### src/rtl/ps2_ascii_decoder.sv
// PS/2 scan-code to ASCII decoder: flag synchroniser, prefix/shift FSM, show-ahead FIFO.
// Optional PS2_CAPSLOCK_EN adds a caps_lock toggle on make code 0x58 and a caps_lock port.
module ps2_ascii_decoder #(
  parameter int FIFO_DEPTH  = 8,
  parameter int SYNC_STAGES = 2
) (
  input  logic       clk,
  input  logic       rst_n,
  input  logic [7:0] code,
  input  logic       flag,
  output logic [7:0] out_data,
  output logic       out_valid,
  input  logic       out_ready,
  output logic       overflow,
  output logic       shift_active
`ifdef PS2_CAPSLOCK_EN
  ,
  output logic       caps_lock
`endif
);

  localparam int AW = $clog2(FIFO_DEPTH);

  typedef enum logic [1:0] {IDLE, BREAK, EXT, EXT_BREAK} state_t;

  logic [SYNC_STAGES-1:0] flag_sync_reg;
  logic                   flag_prev_reg;
  logic                   flag_edge;
  logic                   byte_event_reg;
  logic [7:0]             code_reg;

  state_t     state_reg;
  logic       lshift_reg;
  logic       rshift_reg;
  logic       caps_on;
  logic       push_reg;
  logic [7:0] push_data_reg;

  logic [7:0] xlat_lo;
  logic [7:0] xlat_hi;
  logic       xlat_hit;
  logic       xlat_letter;
  logic       use_upper;

  logic [7:0]  mem [FIFO_DEPTH];
  logic [AW:0] wr_ptr_reg;
  logic [AW:0] rd_ptr_reg;
  logic [AW:0] wr_next;
  logic [AW:0] rd_next;
  logic        fifo_empty;
  logic        fifo_full;
  logic        pop;
  logic        wr_en;
  logic [7:0]  out_data_reg;
  logic        overflow_reg;

  // Synchroniser chain plus rising-edge detect; the capture cycle is the byte event.
  always_ff @(posedge clk or negedge rst_n) begin
    if (!rst_n) begin
      flag_sync_reg  <= '0;
      flag_prev_reg  <= 1'b0;
      byte_event_reg <= 1'b0;
      code_reg       <= 8'h00;
    end else begin
      flag_sync_reg  <= {flag_sync_reg[SYNC_STAGES-2:0], flag};
      flag_prev_reg  <= flag_sync_reg[SYNC_STAGES-1];
      byte_event_reg <= flag_edge;
      if (flag_edge) code_reg <= code;
    end
  end

  assign flag_edge = flag_sync_reg[SYNC_STAGES-1] & ~flag_prev_reg;

  always_comb begin
    xlat_lo = 8'h00;
    xlat_hi = 8'h00;
    case (code_reg)
      8'h1C: {xlat_lo, xlat_hi} = {"a", "A"};
      8'h32: {xlat_lo, xlat_hi} = {"b", "B"};
      8'h21: {xlat_lo, xlat_hi} = {"c", "C"};
      8'h23: {xlat_lo, xlat_hi} = {"d", "D"};
      8'h24: {xlat_lo, xlat_hi} = {"e", "E"};
      8'h2B: {xlat_lo, xlat_hi} = {"f", "F"};
      8'h34: {xlat_lo, xlat_hi} = {"g", "G"};
      8'h33: {xlat_lo, xlat_hi} = {"h", "H"};
      8'h43: {xlat_lo, xlat_hi} = {"i", "I"};
      8'h3B: {xlat_lo, xlat_hi} = {"j", "J"};
      8'h42: {xlat_lo, xlat_hi} = {"k", "K"};
      8'h4B: {xlat_lo, xlat_hi} = {"l", "L"};
      8'h3A: {xlat_lo, xlat_hi} = {"m", "M"};
      8'h31: {xlat_lo, xlat_hi} = {"n", "N"};
      8'h44: {xlat_lo, xlat_hi} = {"o", "O"};
      8'h4D: {xlat_lo, xlat_hi} = {"p", "P"};
      8'h15: {xlat_lo, xlat_hi} = {"q", "Q"};
      8'h2D: {xlat_lo, xlat_hi} = {"r", "R"};
      8'h1B: {xlat_lo, xlat_hi} = {"s", "S"};
      8'h2C: {xlat_lo, xlat_hi} = {"t", "T"};
      8'h3C: {xlat_lo, xlat_hi} = {"u", "U"};
      8'h2A: {xlat_lo, xlat_hi} = {"v", "V"};
      8'h1D: {xlat_lo, xlat_hi} = {"w", "W"};
      8'h22: {xlat_lo, xlat_hi} = {"x", "X"};
      8'h35: {xlat_lo, xlat_hi} = {"y", "Y"};
      8'h1A: {xlat_lo, xlat_hi} = {"z", "Z"};
      8'h16: {xlat_lo, xlat_hi} = {"1", "!"};
      8'h1E: {xlat_lo, xlat_hi} = {"2", "@"};
      8'h26: {xlat_lo, xlat_hi} = {"3", "#"};
      8'h25: {xlat_lo, xlat_hi} = {"4", "$"};
      8'h2E: {xlat_lo, xlat_hi} = {"5", "%"};
      8'h36: {xlat_lo, xlat_hi} = {"6", "^"};
      8'h3D: {xlat_lo, xlat_hi} = {"7", "&"};
      8'h3E: {xlat_lo, xlat_hi} = {"8", "*"};
      8'h46: {xlat_lo, xlat_hi} = {"9", "("};
      8'h45: {xlat_lo, xlat_hi} = {"0", ")"};
      8'h29: {xlat_lo, xlat_hi} = {8'h20, 8'h20};
      8'h5A: {xlat_lo, xlat_hi} = {8'h0D, 8'h0D};
      8'h66: {xlat_lo, xlat_hi} = {8'h08, 8'h08};
      8'h0D: {xlat_lo, xlat_hi} = {8'h09, 8'h09};
      default: {xlat_lo, xlat_hi} = 16'h0000;
    endcase
  end

  // Every table entry is non-zero, so a zero lower-case byte means "no translation".
  assign xlat_hit    = (xlat_lo != 8'h00);
  assign xlat_letter = (xlat_lo >= 8'h61) && (xlat_lo <= 8'h7A);
  assign use_upper   = xlat_letter ? ((lshift_reg | rshift_reg) ^ caps_on)
                                   : (lshift_reg | rshift_reg);

`ifdef PS2_CAPSLOCK_EN
  logic caps_reg;
  assign caps_on   = caps_reg;
  assign caps_lock = caps_reg;
`else
  assign caps_on = 1'b0;
`endif

  always_ff @(posedge clk or negedge rst_n) begin
    if (!rst_n) begin
      state_reg     <= IDLE;
      lshift_reg    <= 1'b0;
      rshift_reg    <= 1'b0;
      push_reg      <= 1'b0;
      push_data_reg <= 8'h00;
`ifdef PS2_CAPSLOCK_EN
      caps_reg      <= 1'b0;
`endif
    end else begin
      push_reg <= 1'b0;
      if (byte_event_reg) begin
        case (state_reg)
          IDLE: begin
            if (code_reg == 8'hE0) state_reg <= EXT;
            else if (code_reg == 8'hF0) state_reg <= BREAK;
            else if (code_reg == 8'h12) lshift_reg <= 1'b1;
            else if (code_reg == 8'h59) rshift_reg <= 1'b1;
`ifdef PS2_CAPSLOCK_EN
            else if (code_reg == 8'h58) caps_reg <= ~caps_reg;
`endif
            else if (xlat_hit) begin
              push_reg      <= 1'b1;
              push_data_reg <= use_upper ? xlat_hi : xlat_lo;
            end
          end
          BREAK: begin
            if (code_reg == 8'h12) lshift_reg <= 1'b0;
            else if (code_reg == 8'h59) rshift_reg <= 1'b0;
            state_reg <= IDLE;
          end
          EXT:       state_reg <= (code_reg == 8'hF0) ? EXT_BREAK : IDLE;
          EXT_BREAK: state_reg <= IDLE;
          default:   state_reg <= IDLE;
        endcase
      end
    end
  end

  assign shift_active = lshift_reg | rshift_reg;

  assign fifo_empty = (wr_ptr_reg == rd_ptr_reg);
  assign fifo_full  = (wr_ptr_reg[AW] != rd_ptr_reg[AW]) &&
                      (wr_ptr_reg[AW-1:0] == rd_ptr_reg[AW-1:0]);
  assign pop        = !fifo_empty && out_ready;
  assign wr_en      = push_reg && (!fifo_full || pop);
  assign wr_next    = wr_ptr_reg + (AW+1)'(wr_en);
  assign rd_next    = rd_ptr_reg + (AW+1)'(pop);

  always_ff @(posedge clk) begin
    if (wr_en) mem[wr_ptr_reg[AW-1:0]] <= push_data_reg;
  end

  // out_data is the registered next head; a write landing on the new head slot bypasses memory.
  always_ff @(posedge clk or negedge rst_n) begin
    if (!rst_n) begin
      wr_ptr_reg   <= '0;
      rd_ptr_reg   <= '0;
      out_data_reg <= 8'h00;
      overflow_reg <= 1'b0;
    end else begin
      wr_ptr_reg <= wr_next;
      rd_ptr_reg <= rd_next;
      if (push_reg && fifo_full && !pop) overflow_reg <= 1'b1;
      if (wr_next != rd_next) begin
        if (wr_en && (wr_ptr_reg[AW-1:0] == rd_next[AW-1:0]))
          out_data_reg <= push_data_reg;
        else
          out_data_reg <= mem[rd_next[AW-1:0]];
      end
    end
  end

  assign out_data  = out_data_reg;
  assign out_valid = !fifo_empty;
  assign overflow  = overflow_reg;

endmodule
### config.mk
export PLATFORM = sky130hd
export DESIGN_NAME = ps2_ascii_decoder
export DESIGN_NICKNAME = d
export VERILOG_FILES = /design/src/rtl/ps2_ascii_decoder.sv
export SDC_FILE = /design/constraint.sdc
export NUM_CORES = 1
export LEC_CHECK = 0
export BUFFER_PORTS_ARGS = -buffer_cell sky130_fd_sc_hd__buf_2
export CAP_MARGIN = 20
export CORE_UTILIZATION = 50
export DETAILED_ROUTE_END_ITERATION = 8
export GPL_TIMING_DRIVEN = 0
export HOLD_SLACK_MARGIN = 0.15
export PLACE_DENSITY = 0.73
export RECOVER_POWER = 100
export REMOVE_ABC_BUFFERS = 1
export SETUP_SLACK_MARGIN = 0.05
export SLEW_MARGIN = 10
export SYNTH_ARGS = -nofsm -noshare
export SYNTH_HDL_FRONTEND = slang
export SYNTH_SLANG_ARGS = --single-unit
### constraint.sdc
create_clock -name clk -period 3.14 [get_ports clk]
set_clock_uncertainty 0.05 [all_clocks]
set_input_delay 0.314 -clock clk [delete_from_list [all_inputs] [get_ports clk]]
set_output_delay 0.314 -clock clk [all_outputs]
set_load 0.005 [all_outputs]
# --- Word-level counts from Yosys, hierarchy flattened ---
# Memory sizes are Yosys's and may differ from the RTL's. A register that Yosys moved wholly into a read port is not among the register bits.
# Index checks and enable logic that the tools add are counted.
totals:
  regBits: 34
  ram_bits: 64
  mem_bits_ro: 1792
  inputBits: 12
  out_inout_bits: 11
  memories: 2
op_classes:
  add_sub_neg: 2
  eq_ne: 20
  n_mux: 27
  bitwise: 7
  reduce_logical: 18
memory_table:
  columns: ["memory", "depth", "width", "rd", "rd_clocked_by_memory_dff", "write_ports", "line", "source"]
  rows:
  - ["(name not given)", 128, 14, 1, 0, 0, "77", "case (code_reg)"]
  - ["mem", 8, 8, 1, 1, 1, "45", "logic [7:0] mem [FIFO_DEPTH];"]
ops:
  columns: ["op", "count"]
  rows:
  - ["$mux 1", 19]
  - ["$eq 8x8->1 const B", 2]
  - ["$mux 16", 1]
  - ["$ne 2x2->1 const B", 8]
  - ["$add 4x1->4", 2]
  - ["$eq 8x5->1 const B", 1]
  - ["$eq 8x7->1 const B", 1]
  - ["$mux 8", 1]
  - ["$reduce_and 8->1", 1]
  - ["$reduce_bool 8->1", 1]
  - ["$reduce_and 7->1", 1]
  - ["$mux 2", 3]
  - ["$pmux 2 s3", 1]
  - ["$reduce_and 6->1", 1]
  - ["$logic_and 1x1->1", 5]
  - ["$not 1->1", 5]
  - ["$eq 2x2->1 const B", 2]
  - ["$eq 4x4->1", 1]
  - ["$logic_not 1->1", 4]
  - ["$ne 4x4->1", 1]
  - ["$pmux 1 s2", 2]
  - ["$eq 3x3->1", 1]
  - ["$ne 3x3->1 const B", 1]
  - ["$eq 2x1->1 const B", 1]
  - ["other kinds (8)", 8]

# --- Depth between registers and ports, before layout ---
# An unclocked memory read counts as a cell.
depth:
  ltp_word: 10
  depth_mapped: 12

# --- Worst setup path after synthesis ---
# Ideal clock, no wire load.
synth_timing:
  kind: "register to register"
  startpoint: "reg wr_ptr_reg[0]"
  endpoint: "reg out_data_reg[0] (netlist: out_data[0]) (read register of mem)"
  setup_time_ns: 0.125
  t_arrival_ns: 3.331
  setup_slack_ns: -0.366
  stages_incl_launch_ff: 12
  path_buffers: 1
  synth_period_minus_slack_ns: 3.506
  path_cell_list: "dfrtp_1 -> buf_2 -> xnor2_1 -> nand4_1 -> and2_1 -> ha_1 -> ha_1 -> xor2_1 -> xor2_1 -> nor4_2 -> mux2_2 -> mux2_2"
synth_rtl:
  columns: ["element", "line", "source"]
  rows:
  - ["from (decl)", "46", "logic [AW:0] wr_ptr_reg;"]
  - ["from (signal assigned)", "198", "wr_ptr_reg <= wr_next;"]
  - ["$eq 4x4->1 (*)", "178", "assign fifo_empty = (wr_ptr_reg == rd_ptr_reg);"]
  - ["$logic_not 1->1 (*)", null, null]
  - ["net out_valid", "12", "output logic out_valid,"]
  - ["$logic_and 1x1->1 (*)", "181", "assign pop = !fifo_empty && out_ready;"]
  - ["$add 4x1->4 (*)", "184", "assign rd_next = rd_ptr_reg + (AW+1)'(pop);"]
  - ["net rd_next[2]", "49", "logic [AW:0] rd_next;"]
  - ["$ne 4x4->1", "201", "if (wr_next != rd_next) begin"]
  - ["to (decl)", "54", "logic [7:0] out_data_reg;"]
# The timed path passes the listed nets; every way through them passes the cells marked *.
# A chain may end at the register's enable or synchronous reset.

# --- Worst setup path after layout ---
layout_timing:
  startpoint: "reg wr_ptr_reg[0]"
  endpoint: "reg out_data_reg[2] (netlist: out_data[2]) (read register of mem)"
layout_rtl:
  columns: ["element", "line"]
  rows:
  - ["$eq 4x4->1 (*)", "178"]
  - ["$logic_not 1->1 (*)", "181"]
  - ["$logic_and 1x1->1 (*)", "181"]
  - ["$add 4x1->4 (*)", "184"]
  - ["net rd_next[0]", "49"]
  - ["$ne 4x4->1", "201"]
# Marks and branches as above.

==> summary.txt <==
Timing
  • Crit share post-route: 0.9649
  • Final Hold Viols: 0
  • Worst Tran Pin Value: 1306 ps
  • Highest Clock Rate: 330.0 MHz
  • # setup viols final: 0
  • Final Max Tran Viols: 0
  • RSZ-0062 raised after global routing: false
  • Max-Slew Margin vs Limit: 0.1225
  • Final Critical Period: approximately 3000 ps
  • Setup ws final: 110.1 ps
  • Setup TNS: 0 ps

Global route
  • All-Layer GR Usage: 0.2302
  • GRT Residual Overflow: 0
  • First-pass GRT wire length: 19350 um
  • Antenna violations before repair: 0
  • Vias in the first global route: 3741
  • Largest net degree at the start of global routing: 51

Logic synthesis
  • Yosys cell types: 70
  • Post-Syn Area: about 5300 um^2
  • Share of the synthesized area in the top cell type: 0.3185
  • Post-Syn Area per Cell: around 12 um^2
  • Synth area leader: edfxtp_1
  • Ys async rst share: 0.4167
  • Post-Synthesis Cells: 433
  • Post-synth EDFFs: 56
  • #FFs+latches synth: 96
  • Synth top cells by count: edfxtp_1, dfrtp_1, mux2_2, o21ai_0, nand2_1
  • Synth warn: 0
  • Post-synthesis sequential area ratio: 0.5081
  • Synth area leaders: edfxtp_1, dfrtp_1, mux4_2
  • Synth Flop Type: edfxtp_1
  • Count leader, synth: edfxtp_1

Die
  • Die Height: ~100 um
  • Die area: roughly 11000 um^2
  • Starting Density: 0.5138
  • Die W: 104.8 um
  • Io pins: 23
  • Core region area: 10280 um^2
  • Rows: 37

Detailed routing
  • ANT nets after route: 0
  • Drt wl/cell: 20.47 um
  • TritonRoute pass-1 iters: 4
  • Initial DRC Count: 271
  • DRC viols: 0
  • Vias per cell: 6.175
  • WL final: around 13000 um
  • Via count: around 3800

Worst hold path
  • Hold Startpoint: out_ready
  • Worst Hold Class: input port to flop

Finish
  • FILL cells: 823
  • Fin nets: 495
  • Layout cells sized above 1: 0.2998
  • Largest register FFs: 56
  • Fin area: between 6000 and 7000 um^2
  • ANT cells: 0
  • Storage cell area: 2698 um^2
  • Synth-to-layout area growth: 14.55%
  • Multi-input logic area: 2495 um^2
  • Final Non-Filler Cells: slightly above 600

Critical path
  • Worst r2r path cells: 9
  • Crit path capture: out_data[2]
  • CP Capture Type: flop
  • Worst EP arrival: 3240 ps
  • Reg-to-reg slack, setup: between 100 and 150 ps
  • Setup crit start: wr_ptr_reg[0]
  • Worst reg2reg endpoint: out_data[2]
  • WP data required: 3350 ps
  • CP Max Fanout: 8
  • Worst flop-to-flop path startpoint: wr_ptr_reg[0]
  • Setup CP Type: flop to flop
  • Crit path launch type: flop

Clock network
  • CTS Sinks: 96
  • Clock Latency Late Sink: 370 ps
  • CTS H-tree lvls: 3
  • CTS Buf Count: 9
  • CTS Root Cell: clkbuf_8
  • Reg clk slew, reported paths: between 100 and 150 ps
  • CTS tree: built
  • Deepest clock path buffer count: 2

Power and ir drop
  • Maximum VDD drop: ~0.63 mV
  • PD cells: around 850 nW/um^2
  • Power Total: between 5000 and 6000 uW
  • LEAKAGE: 0.002241 uW

Placed design
  • Setup slack after placement: -1310 ps
  • Placed cell count: between 500 and 600
  • Post-detail-place hpwl: roughly 7800 um
  • Placed cell area: 5455 um^2
  • Port Buffers: 21
  • Final Wtd Congestion: 0.9235

Status
  • Status: finished, final reports clean

Job
  • Max-Cap Viols: 0
worst max-delay path: stages, from the launching register on:
cell and delay (ps):
dfrtp_2 500, xnor2_2 220, nand4_1 140, and2_1 220, ha_4 290, buf_4 160
mux4_2 500, mux2_2 280, mux2_2 280, mux2_2 260
cell type report:
class	instances	share of cell area
inverter	12	0.008068
tap	136	0.02813
timing repair buffer	59	0.07406
clock inverter	7	0.01076
clock buffer	9	0.02048
sequential	96	0.4460
multi-input combinational	294	0.4125
how the worst min path moves through the flow:
stage | to | slack [ps] | cells after the start
detailed placement | flag_sync_reg[1] | 300 | 0
floorplan | byte_event_reg | -30 | 0
global route | overflow | 330 | 4
CTS | overflow | 260 | 4
finish | overflow | 300 | 4
global placement | flag_sync_reg[1] | 280 | 0
what timing repair did:
action / CTS / global route
hold buffers: 10 / 0
buffers inserted: 10 / 13
gates resized for setup: 18 / 15
setup endpoints to repair: 15 / 14
hold endpoints to repair: 49 / 0
pin swaps: 3 / 4
kinds of logic (layout without fill, tap and decap cells):
group / count (synthesis) / count (layout) / share of synthesized area
flip-flops: 96 / 96 / 0.5081
XOR/XNOR: 15 / 15 / 0.02488
AO/OA/AOI/OAI: 101 / 101 / 0.1398
other: 1 / 1 / 0.0007102
buffers and inverters: 43 / 87 / 0.03981
adder cells (fa/ha/maj): 11 / 11 / 0.02607
multiplexers: 50 / 50 / 0.1391
AND/OR/NAND/NOR: 116 / 116 / 0.1216
stage by stage:
step / hold slack (ps) / util
final: 300.5 / 0.5885
after global routing: 326.6 / 0.5885
after detailed placement: 298.5 / 0.5308
after floorplan: -31.59 / -
after global placement: 284.4 / 0.5245
after CTS: 264.9 / 0.5756
metal layers:
layer	vias up	track usage	routed length (um)
li1	1729	-	-
met1	1859	0.2800	4794
met2	179	0.4021	6759
met3	18	0.04616	750
met4	0	0.08954	243
met5	-	0	0
power breakdown:
part           switching (uW)  internal (uW)  leakage [uW]
Clock                     464            304     0.0000909
Sequential                291           1650       0.00100
Combinational            1090           1340       0.00115
layout by cell type, fill, tap and decap left out, types with 5 or more instances in the layout:
| master | netlist | final |
|---|---|---|
| edfxtp_1 | 56 | 56 |
| dfrtp_1 | 40 | 30 |
| mux2_2 | 26 | 25 |
| o21ai_0 | 26 | 25 |
| nor2_1 | 20 | 20 |
| nand2_1 | 21 | 20 |
| buf_2 | 15 | 19 |
| buf_4 | 2 | 18 |
| nor2b_1 | 18 | 17 |
| mux4_2 | 14 | 14 |
| a21oi_1 | 13 | 13 |
| nand3_1 | 10 | 10 |
| nand2b_1 | 10 | 10 |
| dlygate4sd3_1 | 0 | 10 |
| inv_1 | 10 | 9 |
| clkbuf_8 | 0 | 9 |
| dfrtp_2 | 0 | 9 |
| xor2_1 | 9 | 8 |
| nor3_1 | 8 | 8 |
| a31oi_1 | 7 | 6 |
| ha_1 | 11 | 6 |
| clkbuf_1 | 11 | 6 |
| nand4_1 | 5 | 5 |
| o221ai_1 | 5 | 5 |
Power figures use the tool's default switching activity.
